File: config.mk
export PLATFORM = sky130hd
export DESIGN_NAME = debug_ctrl_flat
export DESIGN_NICKNAME = d
export VERILOG_FILES = /design/src/rtl/debug_ctrl_if.sv /design/src/rtl/debug_ctrl.sv /design/src/flat_wrapper.sv
export SDC_FILE = /design/constraint.sdc
export NUM_CORES = 1
export LEC_CHECK = 0
export CORE_ASPECT_RATIO = 1.2
export CORE_UTILIZATION = 35
export CTS_CLUSTER_SIZE = 28
export DETAILED_ROUTE_END_ITERATION = 7
export PLACE_DENSITY_LB_ADDON = 0.25
export SLEW_MARGIN = 20
export SYNTH_ARGS = -nofsm -noshare
export SYNTH_HDL_FRONTEND = slang
export SYNTH_SLANG_ARGS = --single-unit
File: constraint.sdc
create_clock -name clk -period 2.5 [get_ports clk]
set_clock_uncertainty 0.15 [all_clocks]
set_input_delay 0.375 -clock clk [delete_from_list [all_inputs] [get_ports clk]]
set_output_delay 0.375 -clock clk [all_outputs]
set_load 0.01 [all_outputs]
File: src/rtl/debug_ctrl_if.sv
// Board-side bundle of the debug controller: raw buttons, mode switches, CPU debug words,
// and the clock-enable / view / LED outputs.
interface debug_ctrl_if;
  logic [3:0]  btn_sel;
  logic        btn_step;
  logic        run_sw;
  logic        auto_sw;
  logic [31:0] alu_f;
  logic [31:0] ram_data;
  logic [31:0] zf_of;
  logic [31:0] pc;
  logic        cpu_ce;
  logic [2:0]  sel;
  logic [31:0] led;

  // Board / CPU side: drives buttons, switches and debug words; observes the controller.
  modport master (
    output btn_sel, btn_step, run_sw, auto_sw, alu_f, ram_data, zf_of, pc,
    input  cpu_ce, sel, led
  );

  // Controller side.
  modport slave (
    input  btn_sel, btn_step, run_sw, auto_sw, alu_f, ram_data, zf_of, pc,
    output cpu_ce, sel, led
  );
endinterface

File: src/rtl/debug_ctrl.sv
// Debug controller: debounces view/step buttons, holds or auto-rotates the LED view,
// and sequences CPU execution (single-step / free-run) through a registered clock-enable.
module debug_ctrl #(
  parameter int unsigned DEB_CYCLES  = 20,
  parameter int unsigned AUTO_PERIOD = 50000000
) (
  input  logic        clk,
  input  logic        rst,
  debug_ctrl_if.slave bus
);

  localparam int NCH = 5;                          // btn_sel[3:0] + btn_step
  localparam int DW  = $clog2(DEB_CYCLES + 1);
  localparam int TW  = $clog2(AUTO_PERIOD);
  localparam logic [DW-1:0] DEB_LAST  = DW'(DEB_CYCLES);
  localparam logic [TW-1:0] AUTO_LAST = TW'(AUTO_PERIOD - 1);

  typedef enum logic [1:0] {
    S_IDLE,
    S_STEP,
    S_RUN
  } state_e;

  // ---------------------------------------------------------------------------
  // Button debounce, one identical channel per button
  // ---------------------------------------------------------------------------
  logic [NCH-1:0] btn_raw;
  logic [NCH-1:0] btn_sync1_q, btn_sync2_q;
  logic [NCH-1:0] level_q, level_dly_q, press_q;
  logic [DW-1:0]  deb_cnt_q [NCH];

  assign btn_raw = {bus.btn_step, bus.btn_sel};

  // NOTE: sequential state uses non-blocking (<=) so every flop samples pre-edge values,
  // which is what makes the synchronizer chain and edge detector behave as registers.
  always_ff @(posedge clk) begin
    if (rst) begin
      btn_sync1_q <= '0;
      btn_sync2_q <= '0;
      level_q     <= '0;
      level_dly_q <= '0;
      press_q     <= '0;
      // NOTE: this counter array is a handful of flops, not a RAM, so resetting it in a
      // loop costs nothing and guarantees no half-finished debounce survives reset.
      for (int i = 0; i < NCH; i++) deb_cnt_q[i] <= '0;
    end else begin
      btn_sync1_q <= btn_raw;
      btn_sync2_q <= btn_sync1_q;
      level_dly_q <= level_q;
      press_q     <= level_q & ~level_dly_q;
      for (int i = 0; i < NCH; i++) begin
        if (btn_sync2_q[i] == level_q[i]) begin
          deb_cnt_q[i] <= '0;
        end else if (deb_cnt_q[i] == DEB_LAST) begin
          level_q[i]   <= btn_sync2_q[i];
          deb_cnt_q[i] <= '0;
        end else begin
          deb_cnt_q[i] <= deb_cnt_q[i] + 1'b1;
        end
      end
    end
  end

  // Mode switches are quasi-static: synchronize only, no debounce.
  logic [1:0] sw_sync1_q, sw_sync2_q;
  logic       run_s, auto_s;

  always_ff @(posedge clk) begin
    if (rst) begin
      sw_sync1_q <= '0;
      sw_sync2_q <= '0;
    end else begin
      sw_sync1_q <= {bus.auto_sw, bus.run_sw};
      sw_sync2_q <= sw_sync1_q;
    end
  end

  assign run_s  = sw_sync2_q[0];
  assign auto_s = sw_sync2_q[1];

  // ---------------------------------------------------------------------------
  // View select and auto-scan
  // ---------------------------------------------------------------------------
  logic [2:0]    sel_q, sel_d, pick;
  logic [TW-1:0] timer_q, timer_d;
  logic          sel_chg_q;

  // NOTE: every signal assigned here gets a default first, so no path leaves it
  // unassigned and no latch is inferred.
  always_comb begin
    sel_d   = sel_q;
    timer_d = timer_q;
    pick    = 3'd0;

    // Simultaneous presses: lowest bit wins.
    if      (press_q[0]) pick = 3'd1;
    else if (press_q[1]) pick = 3'd2;
    else if (press_q[2]) pick = 3'd3;
    else if (press_q[3]) pick = 3'd4;

    if (!auto_s)                timer_d = '0;
    else if (timer_q == AUTO_LAST) timer_d = '0;
    else                        timer_d = timer_q + 1'b1;

    if (pick != 3'd0) begin
      sel_d   = (sel_q == pick) ? 3'd0 : pick;
      timer_d = '0;
    end else if (auto_s && (timer_q == AUTO_LAST)) begin
      sel_d = (sel_q == 3'd4) ? 3'd1 : sel_q + 3'd1;
    end
  end

  always_ff @(posedge clk) begin
    if (rst) begin
      sel_q     <= 3'd0;
      timer_q   <= '0;
      sel_chg_q <= 1'b0;
    end else begin
      sel_q     <= sel_d;
      timer_q   <= timer_d;
      sel_chg_q <= (sel_d != sel_q);
    end
  end

  // ---------------------------------------------------------------------------
  // Step / run sequencer with registered clock-enable
  // ---------------------------------------------------------------------------
  state_e state_q;
  logic   cpu_ce_q;
  logic   snap_q;      // one-cycle strobe: refresh the LED word after a step retires

  always_ff @(posedge clk) begin
    if (rst) begin
      state_q  <= S_IDLE;
      cpu_ce_q <= 1'b0;
      snap_q   <= 1'b0;
    end else begin
      snap_q <= 1'b0;
      case (state_q)
        S_IDLE: begin
          if (run_s) begin
            state_q  <= S_RUN;
            cpu_ce_q <= 1'b1;
          end else if (press_q[4]) begin
            state_q  <= S_STEP;
            cpu_ce_q <= 1'b1;
          end else begin
            cpu_ce_q <= 1'b0;
          end
        end
        S_STEP: begin
          state_q  <= S_IDLE;
          cpu_ce_q <= 1'b0;
          snap_q   <= 1'b1;
        end
        S_RUN: begin
          if (!run_s) begin
            state_q  <= S_IDLE;
            cpu_ce_q <= 1'b0;
          end else begin
            cpu_ce_q <= 1'b1;
          end
        end
        default: begin
          state_q  <= S_IDLE;
          cpu_ce_q <= 1'b0;
        end
      endcase
    end
  end

  // ---------------------------------------------------------------------------
  // LED word: live in RUN, otherwise a snapshot refreshed only on step or view change
  // ---------------------------------------------------------------------------
  logic [31:0] led_mux, led_q;

  always_comb begin
    led_mux = '0;
    case (sel_q)
      3'd1:    led_mux = bus.alu_f;
      3'd2:    led_mux = bus.ram_data;
      3'd3:    led_mux = bus.zf_of;
      3'd4:    led_mux = bus.pc;
      default: led_mux = '0;
    endcase
  end

  always_ff @(posedge clk) begin
    if (rst) begin
      led_q <= '0;
    end else if ((state_q == S_RUN) || snap_q || sel_chg_q) begin
      led_q <= led_mux;
    end
  end

  assign bus.cpu_ce = cpu_ce_q;
  assign bus.sel    = sel_q;
  assign bus.led    = led_q;

endmodule

File: src/flat_wrapper.sv
// flat-port wrapper written by rule: the top's interface ports become plain ports
module debug_ctrl_flat 
#(
  parameter int unsigned DEB_CYCLES  = 20,
  parameter int unsigned AUTO_PERIOD = 50000000
)
  (clk, rst, bus_btn_sel, bus_btn_step, bus_run_sw, bus_auto_sw, bus_alu_f, bus_ram_data, bus_zf_of, bus_pc, bus_cpu_ce, bus_sel, bus_led);
  debug_ctrl_if bus_i ();
  input  logic clk;
  input  logic rst;
  input wire logic [$bits(bus_i.btn_sel)-1:0] bus_btn_sel;
  input wire logic [$bits(bus_i.btn_step)-1:0] bus_btn_step;
  input wire logic [$bits(bus_i.run_sw)-1:0] bus_run_sw;
  input wire logic [$bits(bus_i.auto_sw)-1:0] bus_auto_sw;
  input wire logic [$bits(bus_i.alu_f)-1:0] bus_alu_f;
  input wire logic [$bits(bus_i.ram_data)-1:0] bus_ram_data;
  input wire logic [$bits(bus_i.zf_of)-1:0] bus_zf_of;
  input wire logic [$bits(bus_i.pc)-1:0] bus_pc;
  output wire logic [$bits(bus_i.cpu_ce)-1:0] bus_cpu_ce;
  output wire logic [$bits(bus_i.sel)-1:0] bus_sel;
  output wire logic [$bits(bus_i.led)-1:0] bus_led;
  assign bus_i.btn_sel = bus_btn_sel;
  assign bus_i.btn_step = bus_btn_step;
  assign bus_i.run_sw = bus_run_sw;
  assign bus_i.auto_sw = bus_auto_sw;
  assign bus_i.alu_f = bus_alu_f;
  assign bus_i.ram_data = bus_ram_data;
  assign bus_i.zf_of = bus_zf_of;
  assign bus_i.pc = bus_pc;
  assign bus_cpu_ce = bus_i.cpu_ce;
  assign bus_sel = bus_i.sel;
  assign bus_led = bus_i.led;
  debug_ctrl #(.DEB_CYCLES(DEB_CYCLES), .AUTO_PERIOD(AUTO_PERIOD)) u_core (.clk(clk), .rst(rst), .bus(bus_i));
endmodule
==> flow_summary_export.csv <==
group,metric,value,unit
timing,rsz0062_at_grt,"false",
clock_network,clk_pin_slew,0.05,ns
yosys,synthCells,598,
layout,design_area,8180,µm²
layout,areaGrowthSynthToFinish,46.3,%
timing,relSlewSlack,50.3,%
place,port_buffers,172,
critical_path,critPathMaxFanout,32,
critical_path,end_kind,"flop",
global_routing,overflow,0,
yosys,syn_area,5590,µm²
timing,fin_crit_sh,91.9,%
power_and_ir_drop,power_frac_comb,6.6,%
layout,drive_above_1_share,6.25,%
critical_path,critPathKind,"flop to flop",
floorplan,fp.dieW,117,µm
floorplan,die_h,140,µm
flow_run,drv_cap,0,
clock_network,clock_latency,0.41,ns
routing,drtAntennaViolNets,0,
yosys,synth-edff-count,25,
timing,hold_viol,0,
power_and_ir_drop,intPower,3820,µW
global_routing,grt_use_met2,33.1,%
power_and_ir_drop,peakVddDrop,474,µV
clock_network,clockRootBuffer,"clkbuf_16",
yosys,ys_async_sr_fraction,0,%
outcome,status,"completed",
clock_network,clockBufferDepth,2,
power_and_ir_drop,p_per_area,584,nW/µm²
floorplan,rows,50,
global_routing,grt_pass1_wl,23200,µm
timing,slew_viol_final,0,
floorplan,io_pins,173,
clock_network,cts.repair.resized,0,
place,place_area,7580,µm²
routing,drt_iter0_markers,254,
layout,mostFrequentLayoutCells,"171 x clkdlybuf4s50_1, 96 x a22oi_1, 95 x dfxtp_1, 91 x nor2_1, 40 x nand2_1",
timing,setup_violations,0,
layout,final_util,52.5,%
floorplan,start_util,35.9,%
routing,viasPerCell,4.90,
global_routing,grt_max_degree,70,
power_and_ir_drop,power.switching,957,µW
global_routing,top_usage_layer,"met2",
global_routing,grtUsageTotal,17.7,%
routing,totalWireLength,14600,µm
critical_path,worstSetupStartpointType,"flop",
global_routing,groute.layer.met1.usage,18.9,%
yosys,postSynthAreaPerCell,9.34,µm²
global_routing,antenna_found_initial,0,
clock_network,cts.htree.levels,4,
timing,setup_tns,0,ns
floorplan,core_area,15600,µm²
power_and_ir_drop,seqPwrFrac,42.6,%
layout,mostFrequentLayoutCell,"clkdlybuf4s50_1",
routing,drtPass1Iterations,5,
global_routing,globalRouteMet3Util,5.21,%
critical_path,worstPathArrival,2.41,ns
clock_network,cts_tree,"built",
routing,drc,0,
yosys,synth_warnings,0,
yosys,synth.distinct_cells,44,
timing,tightest_slew,0.743,ns
routing,vias,4943,
power_and_ir_drop,sw_frac_of_total,20.0,%
yosys,synth_seq_cells,120,
routing,avgRoutedWirePerCell,14.5,µm
yosys,synth-seq-area-share,47.5,%
power_and_ir_drop,p_clk_share,50.8,%
clock_network,numCtsBuffers,17,
clock_network,cts.sinks,120,
global_routing,grt_pass1_vias,5037,
floorplan,dieArea,16500,µm²
clock_network,postCtsSetupBuffers,0,
yosys,synthFlopType,"dfxtp_1",
hold_path,holdCritPathClass,"input pin to flop",
place,gp_congestion,0.828,
timing,hold_ws,0.175,ns
power_and_ir_drop,p_leak,0.00305,µW
critical_path,crit_required,2.61,ns
layout,final_nets,940,
timing,timing.final.crit_period,2.30,ns
place,dp_hpwl,10800,µm
clock_network,hold_buffers,0,
layout,antenna_cells,0,
timing,clock.fmax,435,MHz
==> cells by family after synthesis <==
family / count (synthesis) / synth area share, %
compound gates: 113 / 14.7
xor+xnor: 43 / 6.74
fa+ha+maj: 16 / 3.58
buf+inv: 61 / 4.61
flops: 120 / 47.5
mux: 7 / 1.25
other cells: 1 / 0.0671
simple gates: 237 / 21.5
==> through the flow <==
stage / worst slack [ns] / instances / power [µW]
2_1_floorplan: 0.365 / 622 / 2150
3_3_place_gp: 0.224 / 976 / 2380
3_5_place_dp: 0.225 / 976 / 2390
4_1_cts: 0.205 / 1008 / 4830
5_1_grt: 0.00262 / 1008 / 4950
6_report: 0.201 / 1008 / 4770
==> layer usage <==
layer,vias up,share of wire (%)
met4,0,1.3
li1,2471,-
met1,2330,40
met3,17,5.7
met5,-,0
met2,125,53
==> Yosys cell counts, types with 2 or more instances <==
cell | instances | area share, %
nor3_1 | 13 | 1.2
nand4_1 | 6 | 0.67
xnor2_1 | 25 | 3.9
xor2_1 | 18 | 2.8
or3_1 | 10 | 1.1
dfxtp_1 | 95 | 34
nor4_1 | 6 | 0.67
a211oi_1 | 2 | 0.27
and3_1 | 3 | 0.34
nor2_1 | 92 | 6.2
and4b_1 | 5 | 0.90
clkbuf_8 | 2 | 0.49
inv_1 | 28 | 1.9
a21oi_1 | 6 | 0.54
o21ai_0 | 4 | 0.36
nand2_1 | 40 | 2.7
a22oi_1 | 96 | 13
ha_1 | 16 | 3.6
nor2b_1 | 28 | 3.1
nand3_1 | 19 | 1.7
o22ai_1 | 2 | 0.22
mux2i_1 | 7 | 1.3
and4_1 | 3 | 0.47
edfxtp_1 | 25 | 13
buf_4 | 2 | 0.27
clkbuf_1 | 27 | 1.8
==> worst max-delay path, stage by stage (launching register included) <==
cell	delay (ns)
dfxtp_1	0.49
inv_1	0.15
ha_1	0.23
nor2b_2	0.17
nor4_1	0.43
nor2_4	0.25
a22oi_1	0.21
nor2_1	0.06
==> sequential cells by signal (all words and copies together), names as in the netlist, 2 cells and up <==
register	flops
u_core.press_q	5
u_core.bus.sel	3
u_core.state_q	2
u_core.level_dly_q	5
u_core.sw_sync1_q	2
u_core.btn_sync2_q	5
u_core.sw_sync2_q	2
u_core.bus.led	32
u_core.btn_sync1_q	5
u_core.deb_cnt_q	25
u_core.level_q	5
u_core.timer_q	26
==> worst paths after layout <==
| check | startpoint | endpoint | slack (ns) | depth (start not counted) |
|---|---|---|---|---|
| worst min register to register | u_core.level_dly_q[2]$_SDFF_PP0_ | u_core.press_q[2]$_SDFF_PP0_ | 0.24 | 1 |
| worst max-delay path | u_core.bus.sel[1]$_SDFF_PP0_ | u_core.bus.led[6]$_SDFFE_PP0P_ | 0.20 | 7 |
| worst max register to register | u_core.bus.sel[1]$_SDFF_PP0_ | u_core.bus.led[6]$_SDFFE_PP0P_ | 0.20 | 7 |
| worst min-delay path | rst | u_core.bus.sel[2]$_SDFF_PP0_ | 0.17 | 4 |
==> power groups by stage <==
stage	Clock (µW)	Combinational (µW)	Sequential, µW
global route	2570	340	2040
finish	2430	316	2030
CTS	2480	317	2030
global placement	0	307	2070
floorplan	0	81.2	2070
detailed placement	0	315	2070
==> layout make-up <==
class                      instances  area [µm²]
inverter                          28         105
tap                              208         260
clock buffer                      20         447
sequential                       120        2650
timing repair buffer             179        1770
fill                            1448        7400
clock inverter                    12         150
multi-input combinational        441        2790
Note: power is estimated with default switching activity, not from simulation.
